### config.mk
export PLATFORM = sky130hd
export DESIGN_NAME = conv_group_accum_scheduler_flat
export DESIGN_NICKNAME = d
export VERILOG_FILES = /design/src/rtl/conv_group_accum_scheduler_if.sv /design/src/rtl/conv_group_accum_scheduler.sv /design/src/flat_wrapper.sv
export SDC_FILE = /design/constraint.sdc
export NUM_CORES = 1
export LEC_CHECK = 0
export BUFFER_PORTS_ARGS = -buffer_cell sky130_fd_sc_hd__buf_2
export CAP_MARGIN = 20
export CORE_MARGIN = 4
export CORE_UTILIZATION = 30
export CTS_CLUSTER_DIAMETER = 100
export DETAILED_ROUTE_END_ITERATION = 7
export GPL_TIMING_DRIVEN = 0
export PLACE_DENSITY_LB_ADDON = 0.15
export SKIP_CTS_REPAIR_TIMING = 1
export SLEW_MARGIN = 20
export SYNTH_ARGS = -nofsm -noshare
export SYNTH_HDL_FRONTEND = slang
export SYNTH_SLANG_ARGS = --single-unit
### constraint.sdc
create_clock -name clk -period 8.26 [get_ports clk]
set_input_delay 2.478 -clock clk [delete_from_list [all_inputs] [get_ports clk]]
set_output_delay 2.478 -clock clk [all_outputs]
set_load 0.03 [all_outputs]
### src/rtl/conv_group_accum_scheduler_if.sv
// ---------------------------------------------------------------------------
// conv_group_accum_scheduler_if
//
// Bundles every non-clock signal of the convolution group/accumulate
// scheduler. The "slave" modport is the scheduler's view. The "master"
// modport is the view of the surrounding system (job control, window/weight
// source, datapath return path and the downstream consumer).
//
// Signal summary (scheduler direction):
//   in : start, cfg_num_groups, cfg_num_pixels   job control
//   out: busy, done                              job status
//   in : src_valid   out: src_ready              window/weight beat handshake
//   out: grp_idx, pix_idx, dp_valid              datapath issue
//   in : dp_sum_valid, dp_sum_a, dp_sum_b        datapath per-group return
//   out: out_valid, out_sum_a, out_sum_b, out_last   accumulated pixel stream
//   in : out_ready
//   out: err_underflow                           sticky return-without-issue
// ---------------------------------------------------------------------------
interface conv_group_accum_scheduler_if #(
    parameter int SUM_WIDTH      = 35,
    parameter int NUM_GROUPS_MAX = 16,
    parameter int OUT_WIDTH      = SUM_WIDTH + $clog2(NUM_GROUPS_MAX),
    parameter int GW             = $clog2(NUM_GROUPS_MAX + 1)
);
    logic                        start;
    logic [GW-1:0]               cfg_num_groups;
    logic [15:0]                 cfg_num_pixels;
    logic                        busy;
    logic                        done;
    logic                        src_valid;
    logic                        src_ready;
    logic [GW-1:0]               grp_idx;
    logic [15:0]                 pix_idx;
    logic                        dp_valid;
    logic                        dp_sum_valid;
    logic signed [SUM_WIDTH-1:0] dp_sum_a;
    logic signed [SUM_WIDTH-1:0] dp_sum_b;
    logic                        out_valid;
    logic                        out_ready;
    logic signed [OUT_WIDTH-1:0] out_sum_a;
    logic signed [OUT_WIDTH-1:0] out_sum_b;
    logic                        out_last;
    logic                        err_underflow;

    modport slave (
        input  start, cfg_num_groups, cfg_num_pixels,
        output busy, done,
        input  src_valid,
        output src_ready, grp_idx, pix_idx, dp_valid,
        input  dp_sum_valid, dp_sum_a, dp_sum_b,
        output out_valid, out_sum_a, out_sum_b, out_last,
        input  out_ready,
        output err_underflow
    );

    modport master (
        output start, cfg_num_groups, cfg_num_pixels,
        input  busy, done,
        output src_valid,
        input  src_ready, grp_idx, pix_idx, dp_valid,
        output dp_sum_valid, dp_sum_a, dp_sum_b,
        input  out_valid, out_sum_a, out_sum_b, out_last,
        output out_ready,
        input  err_underflow
    );
endinterface

### src/rtl/conv_group_accum_scheduler.sv
// ---------------------------------------------------------------------------
// conv_group_accum_scheduler
//
// Splits every output pixel of a convolution job into cfg_num_groups
// channel-group beats for a non-stallable datapath. It accumulates the
// returned per-group sum pairs and queues finished pixels in a small
// first-word-fall-through FIFO behind a ready/valid output. Because the
// datapath can never be stalled, a new pixel is only started when the FIFO
// is guaranteed to have room for it (credit = free slots minus pixels in
// flight).
//
// Ports:
//   clk  sole clock, rising edge
//   rst  asynchronous, active-high reset
//   bus  conv_group_accum_scheduler_if.slave (job control, source handshake,
//        datapath issue/return, output stream, error flag)
// ---------------------------------------------------------------------------
module conv_group_accum_scheduler #(
    parameter int SUM_WIDTH      = 35,
    parameter int NUM_GROUPS_MAX = 16,
    parameter int OUT_WIDTH      = SUM_WIDTH + $clog2(NUM_GROUPS_MAX),
    parameter int FIFO_DEPTH     = 4,
    parameter int GW             = $clog2(NUM_GROUPS_MAX + 1)
) (
    input  logic                               clk,
    input  logic                               rst,
    conv_group_accum_scheduler_if.slave        bus
);
    localparam int PW = $clog2(FIFO_DEPTH);
    // Occupancy = fifo_count + pixels_in_flight can reach 2*FIFO_DEPTH
    // transiently in the arithmetic, so leave one spare bit.
    localparam int CW = $clog2(FIFO_DEPTH + 1) + 1;
    localparam int BW = $clog2(FIFO_DEPTH * NUM_GROUPS_MAX + 1);

    typedef enum logic [1:0] {
        S_IDLE  = 2'd0,
        S_RUN   = 2'd1,
        S_DRAIN = 2'd2
    } state_t;

    state_t                r_state;
    state_t                w_state_next;
    logic                  w_done_next;

    logic [GW-1:0]         r_num_groups;
    logic [15:0]           r_num_pixels;
    logic [GW-1:0]         r_grp_idx;
    logic [15:0]           r_pix_idx;
    logic [15:0]           r_ret_pix;
    logic [GW-1:0]         r_rg;
    logic [CW-1:0]         r_pif;
    logic [CW-1:0]         r_count;
    logic [BW-1:0]         r_beats;
    logic [PW-1:0]         r_wr_ptr;
    logic [PW-1:0]         r_rd_ptr;
    logic signed [OUT_WIDTH-1:0] r_acc_a;
    logic signed [OUT_WIDTH-1:0] r_acc_b;
    logic                  r_done;
    logic                  r_err;

    logic signed [OUT_WIDTH-1:0] r_fifo_a    [FIFO_DEPTH];
    logic signed [OUT_WIDTH-1:0] r_fifo_b    [FIFO_DEPTH];
    logic                        r_fifo_last [FIFO_DEPTH];

    logic                  w_start_ok;
    logic [GW-1:0]         w_cfg_groups;
    logic [CW-1:0]         w_occupied;
    logic                  w_src_ready;
    logic                  w_issue;
    logic                  w_issue_new_pix;
    logic                  w_grp_last;
    logic                  w_last_beat;
    logic                  w_ret_ok;
    logic                  w_underflow;
    logic                  w_push;
    logic                  w_push_last;
    logic                  w_pop;
    logic [CW-1:0]         w_pif_next;
    logic [CW-1:0]         w_count_next;
    logic signed [OUT_WIDTH-1:0] w_sext_a;
    logic signed [OUT_WIDTH-1:0] w_sext_b;
    logic signed [OUT_WIDTH-1:0] w_sum_a;
    logic signed [OUT_WIDTH-1:0] w_sum_b;

    // ---------------- issue side ----------------
    assign w_start_ok   = bus.start && (r_state == S_IDLE);
    assign w_cfg_groups = (bus.cfg_num_groups == '0) ? GW'(1) : bus.cfg_num_groups;

    assign w_occupied  = r_count + r_pif;
    // Later groups of an already-credited pixel never need a fresh credit.
    assign w_src_ready = (r_state == S_RUN) &&
                         ((r_grp_idx != '0) || (w_occupied < CW'(FIFO_DEPTH)));
    assign w_issue         = bus.src_valid && w_src_ready;
    assign w_issue_new_pix = w_issue && (r_grp_idx == '0);
    assign w_grp_last      = (r_grp_idx == r_num_groups - GW'(1));
    assign w_last_beat     = w_issue && w_grp_last &&
                             (r_pix_idx == r_num_pixels - 16'd1);

    // ---------------- return side ----------------
    // A return with nothing outstanding is flagged and otherwise ignored so
    // it cannot corrupt an accumulation in progress.
    assign w_ret_ok    = bus.dp_sum_valid && (r_beats != '0);
    assign w_underflow = bus.dp_sum_valid && (r_beats == '0);
    assign w_push      = w_ret_ok && (r_rg == r_num_groups - GW'(1));
    assign w_push_last = (r_ret_pix == r_num_pixels - 16'd1);
    assign w_pop       = (r_count != '0) && bus.out_ready;

    assign w_sext_a = {{(OUT_WIDTH-SUM_WIDTH){bus.dp_sum_a[SUM_WIDTH-1]}}, bus.dp_sum_a};
    assign w_sext_b = {{(OUT_WIDTH-SUM_WIDTH){bus.dp_sum_b[SUM_WIDTH-1]}}, bus.dp_sum_b};
    // Group 0 restarts the accumulator instead of adding to stale data.
    assign w_sum_a  = ((r_rg == '0) ? '0 : r_acc_a) + w_sext_a;
    assign w_sum_b  = ((r_rg == '0) ? '0 : r_acc_b) + w_sext_b;

    assign w_pif_next   = r_pif + CW'(w_issue_new_pix) - CW'(w_push);
    assign w_count_next = r_count + CW'(w_push) - CW'(w_pop);

    // ---------------- FSM next state ----------------
    always_comb begin
        w_state_next = r_state;
        w_done_next  = 1'b0;
        case (r_state)
            S_IDLE: begin
                if (bus.start) begin
                    if (bus.cfg_num_pixels == 16'd0) begin
                        w_done_next = 1'b1;
                    end else begin
                        w_state_next = S_RUN;
                    end
                end
            end
            S_RUN: begin
                if (w_last_beat) begin
                    w_state_next = S_DRAIN;
                end
            end
            S_DRAIN: begin
                // Looking at next-cycle occupancy lets done coincide with
                // the first cycle after the final pop or final return.
                if ((w_pif_next == '0) && (w_count_next == '0)) begin
                    w_state_next = S_IDLE;
                    w_done_next  = 1'b1;
                end
            end
            default: begin
                w_state_next = S_IDLE;
            end
        endcase
    end

    // ---------------- control state ----------------
    always_ff @(posedge clk or posedge rst) begin
        if (rst) begin
            r_state      <= S_IDLE;
            r_done       <= 1'b0;
            r_num_groups <= GW'(1);
            r_num_pixels <= 16'd0;
            r_grp_idx    <= '0;
            r_pix_idx    <= 16'd0;
            r_ret_pix    <= 16'd0;
            r_rg         <= '0;
            r_pif        <= '0;
            r_count      <= '0;
            r_beats      <= '0;
            r_wr_ptr     <= '0;
            r_rd_ptr     <= '0;
            r_acc_a      <= '0;
            r_acc_b      <= '0;
            r_err        <= 1'b0;
        end else begin
            r_state <= w_state_next;
            r_done  <= w_done_next;

            if (w_issue) begin
                if (w_grp_last) begin
                    r_grp_idx <= '0;
                    r_pix_idx <= r_pix_idx + 16'd1;
                end else begin
                    r_grp_idx <= r_grp_idx + GW'(1);
                end
            end

            if (w_ret_ok) begin
                if (w_push) begin
                    r_rg      <= '0;
                    r_ret_pix <= r_ret_pix + 16'd1;
                end else begin
                    r_rg    <= r_rg + GW'(1);
                    r_acc_a <= w_sum_a;
                    r_acc_b <= w_sum_b;
                end
            end

            r_pif   <= w_pif_next;
            r_count <= w_count_next;
            r_beats <= r_beats + BW'(w_issue) - BW'(w_ret_ok);
            if (w_push) begin
                r_wr_ptr <= r_wr_ptr + PW'(1);
            end
            if (w_pop) begin
                r_rd_ptr <= r_rd_ptr + PW'(1);
            end

            if (w_underflow) begin
                r_err <= 1'b1;
            end

            // Start overrides everything above; nothing is outstanding in IDLE.
            if (w_start_ok) begin
                r_num_groups <= w_cfg_groups;
                r_num_pixels <= bus.cfg_num_pixels;
                r_grp_idx    <= '0;
                r_pix_idx    <= 16'd0;
                r_ret_pix    <= 16'd0;
                r_rg         <= '0;
                r_err        <= 1'b0;
            end
        end
    end

    // ---------------- FIFO storage (no reset needed; guarded by count) ----
    always_ff @(posedge clk) begin
        if (w_push) begin
            r_fifo_a[r_wr_ptr]    <= w_sum_a;
            r_fifo_b[r_wr_ptr]    <= w_sum_b;
            r_fifo_last[r_wr_ptr] <= w_push_last;
        end
    end

    // ---------------- outputs ----------------
    assign bus.busy          = (r_state != S_IDLE);
    assign bus.done          = r_done;
    assign bus.src_ready     = w_src_ready;
    assign bus.dp_valid      = w_issue;
    assign bus.grp_idx       = r_grp_idx;
    assign bus.pix_idx       = r_pix_idx;
    assign bus.out_valid     = (r_count != '0);
    assign bus.out_sum_a     = (r_count != '0) ? r_fifo_a[r_rd_ptr] : '0;
    assign bus.out_sum_b     = (r_count != '0) ? r_fifo_b[r_rd_ptr] : '0;
    assign bus.out_last      = (r_count != '0) ? r_fifo_last[r_rd_ptr] : 1'b0;
    assign bus.err_underflow = r_err;

endmodule

### src/flat_wrapper.sv
// flat-port wrapper written by rule: the top's interface ports become plain ports
module conv_group_accum_scheduler_flat 
#(
    parameter int SUM_WIDTH      = 35,
    parameter int NUM_GROUPS_MAX = 16,
    parameter int OUT_WIDTH      = SUM_WIDTH + $clog2(NUM_GROUPS_MAX),
    parameter int FIFO_DEPTH     = 4,
    parameter int GW             = $clog2(NUM_GROUPS_MAX + 1)
)
  (clk, rst, bus_start, bus_cfg_num_groups, bus_cfg_num_pixels, bus_busy, bus_done, bus_src_valid, bus_src_ready, bus_grp_idx, bus_pix_idx, bus_dp_valid, bus_dp_sum_valid, bus_dp_sum_a, bus_dp_sum_b, bus_out_valid, bus_out_sum_a, bus_out_sum_b, bus_out_last, bus_out_ready, bus_err_underflow);
  conv_group_accum_scheduler_if #(.SUM_WIDTH(SUM_WIDTH), .NUM_GROUPS_MAX(NUM_GROUPS_MAX), .OUT_WIDTH(OUT_WIDTH), .GW(GW)) bus_i ();
  input  logic clk;
  input  logic rst;
  input wire logic [$bits(bus_i.start)-1:0] bus_start;
  input wire logic [$bits(bus_i.cfg_num_groups)-1:0] bus_cfg_num_groups;
  input wire logic [$bits(bus_i.cfg_num_pixels)-1:0] bus_cfg_num_pixels;
  output wire logic [$bits(bus_i.busy)-1:0] bus_busy;
  output wire logic [$bits(bus_i.done)-1:0] bus_done;
  input wire logic [$bits(bus_i.src_valid)-1:0] bus_src_valid;
  output wire logic [$bits(bus_i.src_ready)-1:0] bus_src_ready;
  output wire logic [$bits(bus_i.grp_idx)-1:0] bus_grp_idx;
  output wire logic [$bits(bus_i.pix_idx)-1:0] bus_pix_idx;
  output wire logic [$bits(bus_i.dp_valid)-1:0] bus_dp_valid;
  input wire logic [$bits(bus_i.dp_sum_valid)-1:0] bus_dp_sum_valid;
  input wire logic [$bits(bus_i.dp_sum_a)-1:0] bus_dp_sum_a;
  input wire logic [$bits(bus_i.dp_sum_b)-1:0] bus_dp_sum_b;
  output wire logic [$bits(bus_i.out_valid)-1:0] bus_out_valid;
  output wire logic [$bits(bus_i.out_sum_a)-1:0] bus_out_sum_a;
  output wire logic [$bits(bus_i.out_sum_b)-1:0] bus_out_sum_b;
  output wire logic [$bits(bus_i.out_last)-1:0] bus_out_last;
  input wire logic [$bits(bus_i.out_ready)-1:0] bus_out_ready;
  output wire logic [$bits(bus_i.err_underflow)-1:0] bus_err_underflow;
  assign bus_i.start = bus_start;
  assign bus_i.cfg_num_groups = bus_cfg_num_groups;
  assign bus_i.cfg_num_pixels = bus_cfg_num_pixels;
  assign bus_busy = bus_i.busy;
  assign bus_done = bus_i.done;
  assign bus_i.src_valid = bus_src_valid;
  assign bus_src_ready = bus_i.src_ready;
  assign bus_grp_idx = bus_i.grp_idx;
  assign bus_pix_idx = bus_i.pix_idx;
  assign bus_dp_valid = bus_i.dp_valid;
  assign bus_i.dp_sum_valid = bus_dp_sum_valid;
  assign bus_i.dp_sum_a = bus_dp_sum_a;
  assign bus_i.dp_sum_b = bus_dp_sum_b;
  assign bus_out_valid = bus_i.out_valid;
  assign bus_out_sum_a = bus_i.out_sum_a;
  assign bus_out_sum_b = bus_i.out_sum_b;
  assign bus_out_last = bus_i.out_last;
  assign bus_i.out_ready = bus_out_ready;
  assign bus_err_underflow = bus_i.err_underflow;
  conv_group_accum_scheduler #(.SUM_WIDTH(SUM_WIDTH), .NUM_GROUPS_MAX(NUM_GROUPS_MAX), .OUT_WIDTH(OUT_WIDTH), .FIFO_DEPTH(FIFO_DEPTH), .GW(GW)) u_core (.clk(clk), .rst(rst), .bus(bus_i));
endmodule
# --- Word level (Yosys, flattened, before mapping) ---
# Memory sizes are Yosys's and may differ from the RTL's.
# Cells that the tools add are included.
totals:
  memories: 3
  elab_cells: 112
  out_inout_bits: 106
  ramBits: 316
  ff_bits: 164
op_classes:
  reduce_logical: 33
  order_cmp: 1
  n_eq_ne: 10
  mux: 31
  bitwise_logic: 1
  addsub: 17
memory_table:
  columns: ["name", "depth", "width", "read_ports", "rd_ports_with_merged_regs", "write_ports", "line", "source"]
  rows:
  - ["u_core.r_fifo_a", 4, 39, 1, 0, 1, "conv_group_accum_scheduler.sv:61", "logic signed [OUT_WIDTH-1:0] r_fifo_a [FIFO_DEPTH];"]
  - ["u_core.r_fifo_b", 4, 39, 1, 0, 1, "conv_group_accum_scheduler.sv:62", "logic signed [OUT_WIDTH-1:0] r_fifo_b [FIFO_DEPTH];"]
  - ["u_core.r_fifo_last", 4, 1, 1, 0, 1, "conv_group_accum_scheduler.sv:63", "logic r_fifo_last [FIFO_DEPTH];"]
op_table:
  columns: ["operator", "count"]
  rows:
  - ["$mux W39", 4]
  - ["$mux W16", 6]
  - ["$add A39 B39 Y39", 2]
  - ["$mux W5", 7]
  - ["$add A16 B1 Y16 const B", 2]
  - ["$eq A16 B16 Y1", 2]
  - ["$logic_not A16 Y1", 1]
  - ["$sub A16 B1 Y16 const B", 1]
  - ["$logic_not A5 Y1", 3]
  - ["$reduce_bool A2 Y1", 6]
  - ["$logic_and A1 B1 Y1", 11]
  - ["$add A5 B1 Y5 const B", 2]
  - ["$eq A5 B5 Y1", 2]
  - ["$add A4 B1 Y4", 2]
  - ["$logic_not A4 Y1", 2]
  - ["$mux W1", 8]
  - ["$mux W2", 4]
  - ["$sub A4 B1 Y4", 2]
  - ["$add A7 B1 Y7", 1]
  - ["$logic_not A7 Y1", 1]
  - ["$reduce_bool A7 Y1", 1]
  - ["$sub A7 B1 Y7", 1]
  - ["$pmux W2 S3", 1]
  - ["$reduce_and A2 Y1", 3]
  - ["15 further kinds", 18]

# --- Depth between registers and ports, before layout ---
# Gate-level depths: netlist of the first run.
logic_depth:
  depth_word: 12
  ltp_mapped: 18
  ltp_nobuf: 18

# --- Worst setup path after synthesis of the first run ---
# Ideal clock, no wire load.
synth_path:
  path_type: "in2reg"
  start: "in bus_dp_sum_valid"
  end: "mem u_core.r_fifo_a[0][0] (netlist name), enable pin"
  setup_slack_ns: 2.619
  t_arrival_ns: 5.195
  setup_ns: 0.446
  required_ns: 7.814
  path_buffers: 1
  path_stages: 4
  cell_sequence: "nand2_1 -> nor4b_4 -> clkbuf_1 -> and2_1"
synth_between:
  elab_chain_len: 4
synth_lines:
  columns: ["item", "line", "source"]
  rows:
  - ["start, declared", "flat_wrapper.sv:24", "input wire logic [$bits(bus_i.dp_sum_valid)-1:0] bus_dp_sum_valid;"]
  - ["$logic_and A1 B1 Y1", "conv_group_accum_scheduler.sv:102", "assign w_ret_ok = bus.dp_sum_valid && (r_beats != '0);"]
  - ["$logic_and A1 B1 Y1", "conv_group_accum_scheduler.sv:104", "assign w_push = w_ret_ok && (r_rg == r_num_groups - GW'(1));"]
  - ["named net u_core.w_push", "conv_group_accum_scheduler.sv:75", "logic w_push;"]
  - ["$mux W1", "conv_group_accum_scheduler.sv:222", "if (w_push) begin"]
  - ["$mux W1 (not written as such)", "conv_group_accum_scheduler.sv:223", "r_fifo_a[r_wr_ptr] <= w_sum_a;"]
  - ["end, declared", "conv_group_accum_scheduler.sv:61", null]
# The timed path passes the listed nets, and every way through them passes these cells.

# --- Worst setup path in the final report of the first run ---
layout_path:
  start: "reg u_core.r_rd_ptr[0]"
  end: "out bus_out_sum_b[36]"
layout_between:
  elab_chain_len: 2
layout_lines:
  columns: ["item", "line", "source"]
  rows:
  - ["start, declared", "conv_group_accum_scheduler.sv:55", "logic [PW-1:0] r_rd_ptr;"]
  - ["start signal, assigned", "conv_group_accum_scheduler.sv:200", "r_rd_ptr <= r_rd_ptr + PW'(1);"]
  - ["$mem_v2 Z4 W39", null, null]
  - ["$mux W39", "conv_group_accum_scheduler.sv:238", "assign bus.out_sum_b = (r_count != '0) ? r_fifo_b[r_rd_ptr] : '0;"]
  - ["end, declared", "flat_wrapper.sv:29", "output wire logic [$bits(bus_i.out_sum_b)-1:0] bus_out_sum_b;"]
# Every way passes these cells.

==> results of run 1 <==
## Yosys cell counts, drive strengths merged (20+ instances only)
library cell | instances | area, sq um
a21oi | 85 | 437
and2 | 168 | 1050
inv | 62 | 233
xor2 | 53 | 464
xnor2 | 108 | 953
mux4 | 79 | 1780
mux2 | 91 | 1020
edfxtp | 316 | 9490
and3 | 20 | 125
clkbuf | 43 | 161
buf | 21 | 104
nand4 | 21 | 131
o21ai | 56 | 280
nand2 | 84 | 315
a21o | 59 | 443
dfrtp | 163 | 4080
nor3 | 24 | 120
nand3 | 31 | 155
ha | 108 | 1350
nor2 | 107 | 412
## state kept, by name, indices dropped and copies added (netlist names), 4 cells and up
name / count
u_core.r_rg: 5
u_core.r_ret_pix: 16
u_core.bus.grp_idx: 5
u_core.r_pif: 4
u_core.bus.pix_idx: 16
u_core.r_fifo_b: 156
u_core.r_beats: 7
u_core.r_num_groups: 5
u_core.r_count: 4
u_core.r_fifo_last: 4
u_core.r_fifo_a: 156
u_core.r_acc_b: 39
u_core.r_num_pixels: 16
u_core.r_acc_a: 39
## metrics by stage
step | std cells | area (sq um) | worst slack, ns | total power, W
floorplan | 1881 | 24700 | 1.35 | 0.00900
global placement | 3143 | 27000 | -1.88 | 0.0107
detailed placement | 3153 | 27300 | 2.06 | 0.0109
CTS | 3258 | 29400 | 2.07 | 0.0137
global route | 3258 | 29400 | 1.93 | 0.0145
finish | 3259 | 29400 | 2.35 | 0.0135
## routing by layer
layer | track usage | up-vias | part of all wire
met5 | 0 | - | 0.00052
li1 | - | 7542 | -
met3 | 0.0283 | 78 | 0.044
met1 | 0.200 | 7907 | 0.45
met4 | 0.0362 | 4 | 0.022
met2 | 0.253 | 253 | 0.48
## how the worst max path moves through the flow
stage / slack [ns] / to / depth (start not counted) / start
floorplan: 1.35 / u_core.bus.done / 1 / rst
global placement: -1.88 / u_core.r_acc_b[23] / 2 / rst
detailed placement: 2.06 / u_core.bus.done / 13 / bus_dp_sum_valid
CTS: 2.07 / bus_out_sum_b[37] / 5 / u_core.r_rd_ptr[0]
global route: 1.93 / bus_out_sum_b[36] / 5 / u_core.r_rd_ptr[0]
finish: 2.35 / bus_out_sum_b[36] / 5 / u_core.r_rd_ptr[0]
## power by group
part | internal [W] | switching (W) | total (W)
clock network | 0.00172 | 0.000992 | 0.00271
registers | 0.00376 | 0.000219 | 0.00398
logic | 0.00266 | 0.00412 | 0.00678
## critical path, stage by stage, from the launching register on
cell and delay, ns:
sky130_fd_sc_hd__dfrtp_1 0.31, sky130_fd_sc_hd__clkbuf_1 0.66, sky130_fd_sc_hd__buf_1 0.79, sky130_fd_sc_hd__mux4_2 0.60, sky130_fd_sc_hd__and2_1 0.25, sky130_fd_sc_hd__buf_2 0.21
## layout make-up
type / instances / area [sq um] / area share
tap: 1060 / 1330 / 0.0452
sequential: 480 / 13600 / 0.463
multi-input combinational: 1275 / 10600 / 0.362
buffer: 64 / 269 / 0.00916
antenna: 1 / 2.50 / 0.0000852
clock buffer: 73 / 1510 / 0.0513
clock inverter: 32 / 520 / 0.0177
timing repair buffer: 212 / 1290 / 0.0438
inverter: 62 / 240 / 0.00818
## logic make-up after synthesis
family	after synthesis	share of synthesized area
simple gates	533	0.116
xor+xnor	163	0.0593
buf+inv	126	0.0202
fa+ha+maj	113	0.0588
flops	480	0.550
mux	175	0.116
compound gates	291	0.0795
==> results.py, run 1 <==
metrics = {
    "cells_and_area": {
        "finalNetCount": 2361,
        "area_delta_synth_final_pct": 18.9,
        "utilization": 0.362,
        "commonest_non_fill_non_tap_cell_in_the_layout": "sky130_fd_sc_hd__edfxtp_1",
        "layout_common_cells": "sky130_fd_sc_hd__edfxtp_1, sky130_fd_sc_hd__buf_2, sky130_fd_sc_hd__and2_1",
        "layout_cells_sized_above_1": 0.235,
        "final_layout_fill_cell_count": 7909,
    },
    "yosys": {
        "synth_fp_nets": 2091,
        "postSynthAreaPerCell_sq_um": 13.1,
        "syn_warnings": 0,
        "syn-instance-count": 1881,
        "synth.lib_cells_used.distinct": 84,
        "synth_seq_area_share": 0.550,
        "synth-edff-count": 316,
        "synth_async_sr_flop_share": 0.342,
        "synth_seq_cells": 480,
        "syn-cell-area_sq_mm": 0.0247,
        "postSynth.topFlopCell": "sky130_fd_sc_hd__edfxtp_1",
    },
    "floorplan": {
        "die_height_microns": 295,
        "initial_core_util": 0.305,
        "placeableCoreArea_sq_mm": 0.0811,
        "chipWidth_microns": 295,
        "placementRows": 104,
        "top_level_ports": 203,
        "die_area_sq_mm": 0.0870,
    },
    "drt": {
        "detail_route.first_pass.iterations": 4,
        "remaining_antenna_violation_count_after_routing": 0,
        "routed_via_density": 4.84,
        "route.vias.total": 15800,
        "detailedRoute.firstIterationViolations": 733,
        "finalWirelength_mm": 65.7,
        "routed_wire_length_per_instance_microns": 20.1,
        "drt_drc_violations_left": 0,
    },
    "worst_setup_path": {
        "startpoint_types": "flip-flop",
        "critical_path_required_ns": 5.78,
        "r2r_start": "u_core.r_rg[0]",
        "r2r_cell_count": 17,
        "cp.arrival_ns": 3.43,
        "worst_r2r_endpoint": "u_core.r_fifo_b[0][38]",
        "worst-setup-path-type": "reg -> out",
        "regToRegSetupSlack_ns": 2.41,
        "critical_path.endpoint_type": "output port",
        "worstPathMaxFanout": 10,
    },
    "timing": {
        "skew_ns": 0.0207,
        "total_count_of_max_transition_violations_in_the_final_report": 0,
        "grt_setup_unrepaired": "no",
        "timing.final.crit_period_ns": 5.91,
        "finalHoldWorstSlack_ns": 0.487,
        "timing.final.crit_share": 0.715,
        "max_slew.worst_pin.slew_ns": 1.02,
        "timing_hold_violations_final": 0,
        "setup_viol_count_final": 0,
        "final.setup.tns_ns": 0,
        "maxClockFrequency_mhz": 169,
        "max-slew-margin-rel": 0.318,
    },
    "hold_path": {
        "hold_end": "u_core.r_acc_a[32]",
        "min_from": "u_core.r_acc_a[32]",
        "hold_depth": 2,
        "min_path_type": "reg -> reg",
    },
    "place": {
        "globalplace.congestion": 0.803,
        "hpwl_mm": 47.2,
        "port_buffers": 202,
    },
    "clocking": {
        "number_of_buffers_created_by_cts": 56,
        "tritoncts": "yes",
        "max-clock-path-buffers": 3,
        "cts-htree-levels": 2,
        "clock_pin_slew_reported_for_the_worst_setup_and_hold_paths_after_clock_tree_synthesis_ns": 0.06,
        "worstSkewPairLatency_ns": 0.60,
        "clkSinkCount": 480,
        "root_buffer": "sky130_fd_sc_hd__clkbuf_16",
    },
    "power": {
        "max-vdd-ir-drop_v": 0.000199,
        "power_density_mw_per_mm2": 459,
        "static-leakage-power_nw": 11.5,
    },
    "status": {
        "outcome": "complete, no violations",
    },
    "global_routing": {
        "initial_antenna_violation_count": 3,
        "grt_pass1_wl_mm": 99.9,
        "overall_routing_resource_usage": 0.150,
        "grt_start_max_net_pins": 85,
        "first_global_vias": 16500,
        "grt_remaining_overflow": 0,
    },
    "job": {
        "drv.max_cap_violation_count": 0,
    },
}
Power figures use the tool's default switching activity.
==> run 2, diff against run 1 <==
- clock period: 8.26 -> 6.16 ns (I/O delays scaled with it)
==> run 2 against run 1 <==
  * Die area is the same
  * Worst hold slack lost 0.0056 ns
  * First-iteration DRC count grew 2.0%
  * Global-route usage grew 0.092 points
  * Highest routed layer is now met4
  * Combinational power grew 34%
  * Register-to-register slack lost 1.7 ns
  * Sequential share of layout area grew 0.12 points
==> results.py, run 2 (same netlist as run 1, synthesis figures left out) <==
metrics = {
    "clocking": {
        "clkSinkCount": 480,
        "root_buffer": "sky130_fd_sc_hd__clkbuf_16",
        "max-clock-path-buffers": 3,
        "worstSkewPairLatency_ns": 0.60,
        "tritoncts": "yes",
        "cts-htree-levels": 2,
        "number_of_buffers_created_by_cts": 56,
        "clock_pin_slew_reported_for_the_worst_setup_and_hold_paths_after_clock_tree_synthesis_ns": 0.06,
    },
    "cells_and_area": {
        "commonest_non_fill_non_tap_cell_in_the_layout": "sky130_fd_sc_hd__edfxtp_1",
        "layout_common_cells": "sky130_fd_sc_hd__edfxtp_1, sky130_fd_sc_hd__buf_2, sky130_fd_sc_hd__and2_1",
        "final_area_sq_mm": 0.0293,
        "ant_diodes": 0,
        "final_layout_fill_cell_count": 7869,
        "area_delta_synth_final_pct": 18.6,
        "layout_cells_sized_above_1": 0.237,
        "reg.largest.list": "u_core.r_fifo_a x156, u_core.r_fifo_b x156",
        "finalNetCount": 2366,
    },
    "floorplan": {
        "die_area_sq_mm": 0.0870,
        "placeableCoreArea_sq_mm": 0.0811,
        "die_height_microns": 295,
        "initial_core_util": 0.305,
        "placementRows": 104,
        "chipWidth_microns": 295,
        "top_level_ports": 203,
    },
    "power": {
        "max-vdd-ir-drop_v": 0.000232,
        "total_power_consumption_w": 0.0179,
        "p_seq_frac": 0.298,
        "swShare": 0.400,
        "combinationalPowerShare": 0.508,
        "power_density_mw_per_mm2": 610,
        "static-leakage-power_nw": 11.5,
        "clock_power_share": 0.193,
        "net_switching_power_w": 0.00715,
        "cellInternalPower_w": 0.0107,
    },
    "drt": {
        "drt_drc_violations_left": 0,
        "remaining_antenna_violation_count_after_routing": 0,
        "finalWirelength_mm": 65.8,
        "routed_via_density": 4.88,
        "route.vias.total": 15900,
        "detailedRoute.firstIterationViolations": 748,
        "detail_route.first_pass.iterations": 5,
        "routed_wire_length_per_instance_microns": 20.2,
    },
    "global_routing": {
        "grt_pass1_wl_mm": 101,
        "initial_antenna_violation_count": 5,
        "grt_start_max_net_pins": 32,
        "first_global_vias": 16600,
        "overall_routing_resource_usage": 0.151,
        "grt_remaining_overflow": 0,
    },
    "timing": {
        "max_slew.worst_pin.slew_ns": 0.990,
        "maxClockFrequency_mhz": 182,
        "grt_setup_unrepaired": "no",
        "timing_hold_violations_final": 0,
        "skew_ns": 0.0204,
        "setup_viol_count_final": 0,
        "timing.final.crit_period_ns": 5.48,
        "total_count_of_max_transition_violations_in_the_final_report": 0,
        "max-slew-margin-rel": 0.340,
        "timing.final.crit_share": 0.890,
    },
    "worst_setup_path": {
        "worstPathMaxFanout": 10,
        "critical_path_required_ns": 6.53,
        "critical_path_cell_with_the_highest_stage_delay": "sky130_fd_sc_hd__or4b_2",
        "cp.arrival_ns": 5.85,
        "startpoint_types": "flip-flop",
        "cpPeakStageDelay_ns": 0.88,
        "worst-setup-path-type": "reg -> reg",
        "critical_path.endpoint_type": "flip-flop",
        "crit_chain": "inv_1 -> ha_1 -> or4b_2 -> clkbuf_1 -> and2_1 -> ha_1 -> fa_1 -> a21o_1 -> a221oi_2 -> a211o_1 -> a211oi_2 -> o21ai_0 -> o211ai_1 -> o221ai_1 -> xnor2_1 -> xnor2_1",
    },
    "place": {
        "globalplace.congestion": 0.820,
        "hpwl_mm": 47.3,
        "detailed_place.area_sq_mm": 0.0274,
        "port_buffers": 202,
    },
    "status": {
        "outcome": "complete, no violations",
    },
    "job": {
        "drv.max_cap_violation_count": 0,
    },
    "hold_path": {
        "min_path_type": "reg -> reg",
    },
}
==> run 2: changes by cell type in the layout (fill, tap and decap cells not counted), moves of 2 or more <==
cell and delta:
sky130_fd_sc_hd__buf_12 +13, sky130_fd_sc_hd__clkbuf_1 -3, sky130_fd_sc_hd__clkinvlp_4 +5, sky130_fd_sc_hd__bufinv_16 -5, sky130_fd_sc_hd__inv_6 -2, sky130_fd_sc_hd__buf_16 -8
==> run 2: worst paths after layout <==
check                                    from                     end  slack, ns  depth (start not counted)
setup / recovery               u_core.r_rg[0]  u_core.r_fifo_a[0][38]       0.68                         16
hold / removal             u_core.r_acc_a[21]      u_core.r_acc_a[21]       0.48                          2
setup reg to reg               u_core.r_rg[0]  u_core.r_fifo_a[0][38]       0.68                         16
hold reg to reg            u_core.r_acc_a[21]      u_core.r_acc_a[21]       0.48                          2
max in group asynchronous                 rst  u_core.r_num_groups[0]       4.11                          4
min in group asynchronous                 rst      u_core.r_acc_a[28]       1.28                          2
==> run 2: stage by stage <==
| stage | setup TNS [ns] | instances | worst slack (ns) | hold slack (ns) | utilization |
|---|---|---|---|---|---|
| floorplan | 0 | 1881 | 1.15 | 0.440 | - |
| global placement | -424.70 | 3143 | -1.38 | 0.460 | 0.334 |
| detailed placement | 0 | 3159 | 0.335 | 0.466 | 0.338 |
| CTS | 0 | 3263 | 0.283 | 0.478 | 0.361 |
| global route | 0 | 3262 | 0.216 | 0.494 | 0.361 |
| finish | 0 | 3262 | 0.676 | 0.481 | 0.361 |
==> run 2: worst max-delay path, delay by kind of cell (launching register included) <==
family / cells / cell delay [ns]
buf+inv: 2 / 0.48
simple gates: 2 / 1.15
xor+xnor: 2 / 0.47
compound gates: 7 / 1.94
fa+ha+maj: 3 / 0.75
flops: 1 / 0.45
==> run 2: power groups by stage <==
stage	Clock (W)	Sequential [W]	Combinational, W
global placement	0	0.00539	0.00900
CTS	0.00357	0.00534	0.00928
floorplan	0	0.00534	0.00672
finish	0.00345	0.00533	0.00909
detailed placement	0	0.00540	0.00922
global route	0.00371	0.00540	0.0101
==> run 2: layout make-up <==
| type | count | area, sq um | share of cell area |
|---|---|---|---|
| Sequential cell | 480 | 13600 | 0.464 |
| Multi-Input combinational cell | 1275 | 10600 | 0.362 |
| Clock buffer | 72 | 1510 | 0.0516 |
| Timing Repair Buffer | 218 | 1340 | 0.0458 |
| Tap cell | 1060 | 1330 | 0.0453 |
| Clock inverter | 32 | 400 | 0.0137 |
| Buffer | 63 | 265 | 0.00906 |
| Inverter | 62 | 236 | 0.00807 |
==> run 2: layer usage <==
metal  vias up  share of wire  GRT usage  wire length [microns]
met5         -              0          0                      0
met2       257           0.48      0.252                  31400
met4         0          0.025     0.0404                   1620
li1       7532              -          -                      -
met1      8044           0.46      0.204                  30300
met3        88          0.036     0.0252                   2380
